$ cat src/rtl/arm_pipelined_cond_exec_unit.sv
// Execute-stage conditional-execution unit: NZCV flag register, ARM condition decode,
// write-strobe gating with stall/flush, and an IT-block sequencer. Optional macro: ARM_COND_STICKY_Q_EN.
module arm_pipelined_cond_exec_unit #(
    parameter int          IT_MAX     = 4,
    parameter logic [3:0]  FLAG_RESET = 4'b0000,
    parameter int          IT_CNT_W   = $clog2(IT_MAX + 1)
) (
    input  logic                i_CLK,
    input  logic                i_RESET,
    input  logic                i_Valid,
    input  logic                i_Stall,
    input  logic                i_Flush,
    input  logic [3:0]          i_Cond,
    input  logic [3:0]          i_ALU_Flags,
    input  logic [1:0]          i_Flag_Write,
    input  logic                i_PC_Src,
    input  logic                i_Reg_Write,
    input  logic                i_Mem_Write,
    input  logic                i_No_Write,
    input  logic                i_IT_Start,
    input  logic [3:0]          i_IT_FirstCond,
    input  logic [IT_CNT_W-1:0] i_IT_Len,
    input  logic [IT_MAX-1:0]   i_IT_Else,
`ifdef ARM_COND_STICKY_Q_EN
    input  logic                i_Sat,
    input  logic                i_Q_Clear,
    output logic                o_Q_Flag,
`endif
    output logic                o_Cond_Ex,
    output logic                o_PC_Src,
    output logic                o_Reg_Write,
    output logic                o_Mem_Write,
    output logic [3:0]          o_Flags,
    output logic                o_IT_Active,
    output logic [IT_CNT_W-1:0] o_IT_Remaining
);

    typedef enum logic {
        IT_IDLE,
        IT_ACTIVE
    } it_state_t;

    it_state_t           state;
    logic [3:0]          flags;
    logic [3:0]          it_first;
    logic [IT_MAX-1:0]   it_else;
    logic [IT_CNT_W-1:0] remaining;
    logic [IT_CNT_W-1:0] slot;

    logic [3:0]          eff_cond;
    logic [IT_CNT_W-1:0] len_eff;
    logic                else_bit;
    logic                cond_pass;
    logic                write_ok;
    logic                it_load;

    // Flags are {N,Z,C,V}; codes 1110 and 1111 both always pass.
    function automatic logic cond_passed(input logic [3:0] cond, input logic [3:0] f);
        logic n, z, c, v;
        n = f[3];
        z = f[2];
        c = f[1];
        v = f[0];
        case (cond)
            4'b0000: cond_passed = z;
            4'b0001: cond_passed = !z;
            4'b0010: cond_passed = c;
            4'b0011: cond_passed = !c;
            4'b0100: cond_passed = n;
            4'b0101: cond_passed = !n;
            4'b0110: cond_passed = v;
            4'b0111: cond_passed = !v;
            4'b1000: cond_passed = c && !z;
            4'b1001: cond_passed = !c || z;
            4'b1010: cond_passed = (n == v);
            4'b1011: cond_passed = (n != v);
            4'b1100: cond_passed = !z && (n == v);
            4'b1101: cond_passed = z || (n != v);
            default: cond_passed = 1'b1;
        endcase
    endfunction

    // NOTE: every signal driven here gets a default first so no latch is inferred.
    always_comb begin
        else_bit = 1'b0;
        for (int i = 0; i < IT_MAX; i++) begin
            if (slot == IT_CNT_W'(i)) begin
                else_bit = it_else[i] && (i != 0);
            end
        end

        eff_cond = i_Cond;
        if (state == IT_ACTIVE) begin
            if (it_first == 4'b1110) begin
                eff_cond = it_first;
            end else begin
                eff_cond = {it_first[3:1], it_first[0] ^ else_bit};
            end
        end

        if (i_IT_Len == '0) begin
            len_eff = IT_CNT_W'(1);
        end else if (i_IT_Len > IT_CNT_W'(IT_MAX)) begin
            len_eff = IT_CNT_W'(IT_MAX);
        end else begin
            len_eff = i_IT_Len;
        end
    end

    assign cond_pass   = cond_passed(eff_cond, flags);
    assign o_Cond_Ex   = i_Valid & ~i_Flush & cond_pass;
    // The IT instruction itself never writes anything.
    assign write_ok    = o_Cond_Ex & ~i_IT_Start;
    assign o_PC_Src    = i_PC_Src & write_ok;
    assign o_Mem_Write = i_Mem_Write & write_ok;
    assign o_Reg_Write = i_Reg_Write & ~i_No_Write & write_ok;
    assign it_load     = i_Valid & i_IT_Start & ~i_Flush;

    assign o_Flags        = flags;
    assign o_IT_Active    = (state == IT_ACTIVE);
    assign o_IT_Remaining = remaining;

    // NOTE: sequential state uses non-blocking assignments so all registers update together.
    always_ff @(posedge i_CLK) begin
        if (i_RESET) begin
            flags     <= FLAG_RESET;
            state     <= IT_IDLE;
            it_first  <= 4'b1110;
            it_else   <= '0;
            remaining <= '0;
            slot      <= '0;
        end else if (!i_Stall) begin
            if (write_ok) begin
                if (i_Flag_Write[1]) flags[3:2] <= i_ALU_Flags[3:2];
                if (i_Flag_Write[0]) flags[1:0] <= i_ALU_Flags[1:0];
            end

            if (it_load) begin
                state     <= IT_ACTIVE;
                it_first  <= i_IT_FirstCond;
                it_else   <= i_IT_Else;
                remaining <= len_eff;
                slot      <= '0;
            end else if (state == IT_ACTIVE) begin
                // A flush or a taken branch discards the rest of the IT shadow.
                if (i_Flush || o_PC_Src) begin
                    state     <= IT_IDLE;
                    remaining <= '0;
                    slot      <= '0;
                end else if (i_Valid) begin
                    if (remaining == IT_CNT_W'(1)) begin
                        state     <= IT_IDLE;
                        remaining <= '0;
                        slot      <= '0;
                    end else begin
                        remaining <= remaining - IT_CNT_W'(1);
                        slot      <= slot + IT_CNT_W'(1);
                    end
                end
            end
        end
    end

`ifdef ARM_COND_STICKY_Q_EN
    logic q_flag;

    always_ff @(posedge i_CLK) begin
        if (i_RESET) begin
            q_flag <= 1'b0;
        end else if (!i_Stall && o_Cond_Ex) begin
            if (i_Q_Clear) begin
                q_flag <= 1'b0;
            end else if (i_Sat) begin
                q_flag <= 1'b1;
            end
        end
    end

    assign o_Q_Flag = q_flag;
`endif

endmodule

$ cat config.mk
export PLATFORM = sky130hd
export DESIGN_NAME = arm_pipelined_cond_exec_unit
export DESIGN_NICKNAME = d
export VERILOG_FILES = /design/src/rtl/arm_pipelined_cond_exec_unit.sv
export SDC_FILE = /design/constraint.sdc
export NUM_CORES = 1
export LEC_CHECK = 0
export ABC_CLOCK_PERIOD_IN_PS = 4900
export CORE_UTILIZATION = 48
export CTS_CLUSTER_DIAMETER = 120
export DETAILED_ROUTE_END_ITERATION = 6
export PLACE_DENSITY = 0.85
export SYNTH_ARGS = -nofsm -noshare
export SYNTH_HDL_FRONTEND = slang
export SYNTH_SLANG_ARGS = --single-unit
export TNS_END_PERCENT = 20
$ cat constraint.sdc
create_clock -name i_CLK -period 4.9 [get_ports i_CLK]
set_input_delay 0.735 -clock i_CLK [delete_from_list [all_inputs] [get_ports i_CLK]]
set_output_delay 0.735 -clock i_CLK [all_outputs]
set_load 0.1 [all_outputs]
Yosys cells after proc, flatten, opt, wreduce, memory -nomap -nowiden
Index checks and enable logic that the tools add are counted.
- flip-flop bits (word level): 19
- input bits: 31
- logic and storage cells: 84
- add/subtract/negate cells: 2
- order comparisons: 1
- equal/unequal tests: 20
- muxes and demuxes: 23
- bitwise operators: 14
- reductions and logical operators: 17
- operators with widths (kind ; number):
    $mux W3 ; 12
    $eq A4 B4 Y1 const B ; 7
    $eq A4 B3 Y1 const B ; 4
    $pmux W1 S14 ; 1
    $and A1 B1 Y1 ; 9
    $mux W1 ; 9
    $reduce_and A3 Y1 ; 3
    $eq A4 B2 Y1 const B ; 2
    $eq A3 B1 Y1 const B ; 2
    $eq A3 B2 Y1 const B ; 2
    $eq A4 B1 Y1 const B ; 1
    $logic_not A1 Y1 ; 4
    $logic_not A4 Y1 ; 1
    $mux W4 ; 1
    $not A1 Y1 ; 4
    $add A3 B1 Y3 const B ; 1
    $gt A3 B3 Y1 const B ; 1
    $logic_not A3 Y1 ; 1
    $logic_or A1 B1 Y1 ; 3
    $reduce_bool A3 Y1 ; 1
    $sub A3 B1 Y3 const B ; 1
    $logic_and A1 B1 Y1 ; 2
    $reduce_and A2 Y1 ; 1
    $reduce_bool A2 Y1 ; 1
    other kinds (3) ; 3

Depth between registers and ports, before layout
- depth after elaboration: 16
- gate-level depth with buffers: 10
- gate-level depth less buffers: 10

Least setup slack after synthesis
OpenSTA, ideal clock, no wires.
- kind: register to output
- start point: reg state (netlist: o_IT_Active)
- end point: out o_Mem_Write
- data arrival time: 4643 ps
- required time: 4165 ps
- slack: -478 ps
- stages on the path, launching flop included: 9
- path buffers: 1
- path through: dfxtp_1 > buf_6 > nand3_1 > o21ai_1 > mux2_2 > o211a_1 > o22ai_2 > nand3_1 > nor3b_1
- cells in the longest elaborated chain, start to end: 6
- ends and longest elaborated chain (item ; line ; text):
    from (decl) ; 43 ; it_state_t state;
    from (signal assigned) ; 127 ; state <= IT_IDLE;
    from (signal assigned) ; 139 ; state <= IT_ACTIVE;
    from (signal assigned) ; 147 ; state <= IT_IDLE;
    $mux W4 (*) ; 93 ; if (state == IT_ACTIVE) begin
    $eq A4 B4 Y1 (tied with other cells) ; 64 ; case (cond)
    $pmux W1 S14 (*) ; 64 ;
    $and A1 B1 Y1 (*) ; 111 ; assign o_Cond_Ex = i_Valid & ~i_Flush & cond_pass;
    $and A1 B1 Y1 (*) ; 113 ; assign write_ok = o_Cond_Ex & ~i_IT_Start;
    $and A1 B1 Y1 (*) ; 115 ; assign o_Mem_Write = i_Mem_Write & write_ok;
    to (decl) ; 32 ; output logic o_Mem_Write,
Every way passes the cells marked *; elsewhere a longest branch is shown, timed or not.

Worst setup path after layout
- start point: in i_Cond[2]
- end point: out o_Reg_Write
- cells in the longest elaborated chain, start to end: 6
- ends and longest elaborated chain (item ; line ; text):
    from (decl) ; 13 ; input logic [3:0] i_Cond,
    $mux W4 (*) ; 93 ;
    $eq A4 B4 Y1 (tied with other cells) ; 64 ;
    $pmux W1 S14 (*) ; 64 ;
    $and A1 B1 Y1 (*) ; 111 ;
    $and A1 B1 Y1 (*) ; 113 ;
    $and A1 B1 Y1 (*) ; 116 ; assign o_Reg_Write = i_Reg_Write & ~i_No_Write & write_ok;
    to (decl) ; 31 ; output logic o_Reg_Write,
Marked as above.

==> reports/metrics.yaml <==
status: "complete, no violations"
io_pins: 43
fin_nets: 221
powerDensity_mw_per_mm2: 196
internal_power_mw: 0.221
start_util_pct: 50.5
antenna_found_initial: 0
clk_latency_ns: 0.29
gp_congestion: 0.736
rsz0062_at_grt: "false"
n_antenna_cell: 0
grt_pass1_wl_um: 4750
finalHoldViolCount: 0
hp-start: "it_else[3]"
holdPathEnd: "it_else[3]"
rows: 18
cts.path.max_buffers: 2
worstSetupPathType: "input pin to output port"
yosys_warnings: 0
worstPathArrival_ns: 3.30
power_frac_seq_pct: 48.2
grt_max_degree: 18
synth.distinct_cells: 40
critPathLaunchType: "input pin"
final_cells: 212
netlist_area_mm2: 0.00124
worst_path_max_delay_cell: "clkdlybuf4s50_1"
crit_start: "i_Cond[2]"
first_pass_iters: 4
timing.final.ws_setup_ns: 0.866
leakagePower_nw: 0.650
maxCapViolations: 0
finalSetupViolations: 0
cp_cell_sequence: "clkdlybuf4s50_1, nand2_1, o21ai_1, mux2_2, o211a_1, o22ai_2, nand3_1, nor4b_2, buf_4"
via_per_inst: 5.81
holdPathStages: 2
synth_seq_area_share_pct: 29.1
critPathMaxFanout: 4
cts_hold_repair.buffers: 0
dp_hpwl_um: 2420
htree_num_levels: 1
pwr-share-comb_pct: 29.3
post-place-ws_ns: 0.909
drtIter0Drc: 38
drive_gt1_share_pct: 11.0
r2r-start: "slot[0]"
core_mm2: 0.00245
wl_per_cell_um: 14.5
worst_hold_slack_ns: 0.497
die_w_um: 52.8
cts_tree: "done"
max_freq_mhz: 248
fin_crit_sh_pct: 82.3
reg2reg_depth: 10
cts_buffers: 3
max-vdd-ir-drop_uv: 157
antenna_left: 0
root_buffer: "clkbuf_4"
syn_to_final_growth_pct: 32.9
globalRouteTotalUtil_pct: 23.3
slew_headroom_pct: 34.3
vias: 1232
fin_crit_ns: 4.03
tns_ns: 0
cp.required_ns: 4.16
wl_um: 3070
final_max_slew_viol_count: 0
cts_resized: 0
die_h_um: 52.8
synth_nets: 181
r2r-end: "o_IT_Remaining[1]"
grt_pass1_vias: 1142
clkSlewWorstSetupHoldPaths_ns: 0.10
syn_area_per_cell_um2: 8.60
end_kind: "output port"
dieArea_mm2: 0.00279
cts_sinks: 18
hp-class: "flip-flop to flip-flop"
worstMarginPinSlew_ns: 0.982
p_sw_share_pct: 31.4
grt-ovfl-total: 0
io_buffers: 41
total_switching_power_mw: 0.101
rrSetupSlack_ns: 2.15
dp_cells: 209
netlist_instances: 144
drcViolationCount: 0
p_clk_share_pct: 22.5
finalClockSkew_ns: 0.00317
final_util_pct: 67.1
critPathMaxStageDelay_ns: 0.52
synth_seq_cells: 18
postCtsSetupBuffers: 0
kinds of logic after synthesis:
kind of cell / Yosys count / synth area share [%]
buf+inv: 16 / 7.68
xor+xnor: 3 / 2.12
flops: 18 / 29.1
simple gates: 54 / 24.2
compound gates: 35 / 20.3
mux: 12 / 10.5
fa+ha+maj: 6 / 6.06
flip-flops by register name, summed over array words and instances, names as in the netlist:
signal	cells
it_else	3
slot	3
o_IT_Remaining	3
o_IT_Active	1
o_Flags	4
it_first	4
metrics by stage:
stage | instance area, um^2 | power [mW]
after global placement | 1620 | 0.248
final | 1650 | 0.322
after detailed placement | 1620 | 0.252
after floorplan | 1240 | 0.217
after CTS | 1650 | 0.322
after global routing | 1650 | 0.337
worst max-delay path, delay by kind of cell:
| family | cells | cell delay (ns) |
|---|---|---|
| AO/OA/AOI/OAI | 3 | 0.75 |
| buffers and inverters | 2 | 0.85 |
| multiplexers | 1 | 0.37 |
| AND/OR/NAND/NOR | 3 | 0.57 |
placed cells by master, fill, tap and decap left out, types with 2 or more instances in the layout:
cell type and instances:
dfxtp_1 18, o21ai_1 4, nand3_1 5, inv_1 10, nand4_1 4, mux2i_2 2, a211oi_1 2, nor2_1 14
mux2i_1 8, ha_1 6, clkdlybuf4s50_1 37, nor3b_1 2, nor4b_2 2, o21ai_0 4, a21oi_1 9, clkbuf_4 3
a211o_1 3, a311oi_1 3, nand2_1 13, nor2b_1 5, o22ai_2 2, mux2_2 2, buf_4 4, xor2_1 3
layer usage:
layer | routed length [um] | global-route usage (%) | vias up
li1 | - | - | 595
met2 | 1570 | 42.4 | 41
met3 | 118 | 3.48 | 8
met4 | 33 | 7.46 | 0
met1 | 1350 | 27.4 | 588
met5 | 0 | 0 | -
worst max path at each step:
stage	to
2_1_floorplan	o_Reg_Write
5_1_grt	o_Reg_Write
4_1_cts	o_Reg_Write
6_report	o_Reg_Write
3_5_place_dp	o_Reg_Write
3_3_place_gp	o_Reg_Write
final cells by class:
cell class	instances	area [um^2]
Timing Repair Buffer	41	400
Fill cell	198	808
Tap cell	30	37.5
Multi-Input combinational cell	110	788
Sequential cell	18	360
Clock buffer	3	22.5
Inverter	10	37.5
power groups by stage:
| stage | clock, mW | sequential (mW) | combinational [mW] |
|---|---|---|---|
| final | 0.0724 | 0.155 | 0.0945 |
| after global routing | 0.0812 | 0.156 | 0.0999 |
| after CTS | 0.0737 | 0.155 | 0.0941 |
| after detailed placement | 0 | 0.158 | 0.0936 |
| after global placement | 0 | 0.158 | 0.0907 |
| after floorplan | 0 | 0.170 | 0.0475 |
synth_stat cells, drive strengths merged:
cell type | number | area share, %
mux2 | 2 | 1.8
dfxtp | 18 | 29
a311oi | 3 | 2.1
nand2 | 13 | 3.9
o21a | 1 | 0.61
nor3b | 3 | 1.8
a2111oi | 1 | 0.81
xor2 | 3 | 2.1
nand3 | 5 | 2.0
o22ai | 2 | 2.0
nor3 | 1 | 0.40
ha | 6 | 6.1
a21o | 1 | 0.61
nor2 | 14 | 4.2
nor4bb | 1 | 0.81
inv | 10 | 3.0
nand2b | 1 | 0.51
o21ai | 8 | 3.2
a211o | 4 | 2.9
mux2i | 10 | 8.7
and2 | 1 | 0.51
nand4 | 5 | 3.0
a21oi | 9 | 3.6
clkbuf | 4 | 2.8
o21bai | 1 | 0.61
and2b | 2 | 1.3
nor2b | 5 | 2.5
and3b | 1 | 0.71
a211oi | 3 | 2.2
a32oi | 1 | 0.71
buf | 2 | 1.8
nor4b | 2 | 2.4
o211a | 1 | 0.81
Power figures use the tool's default switching activity.
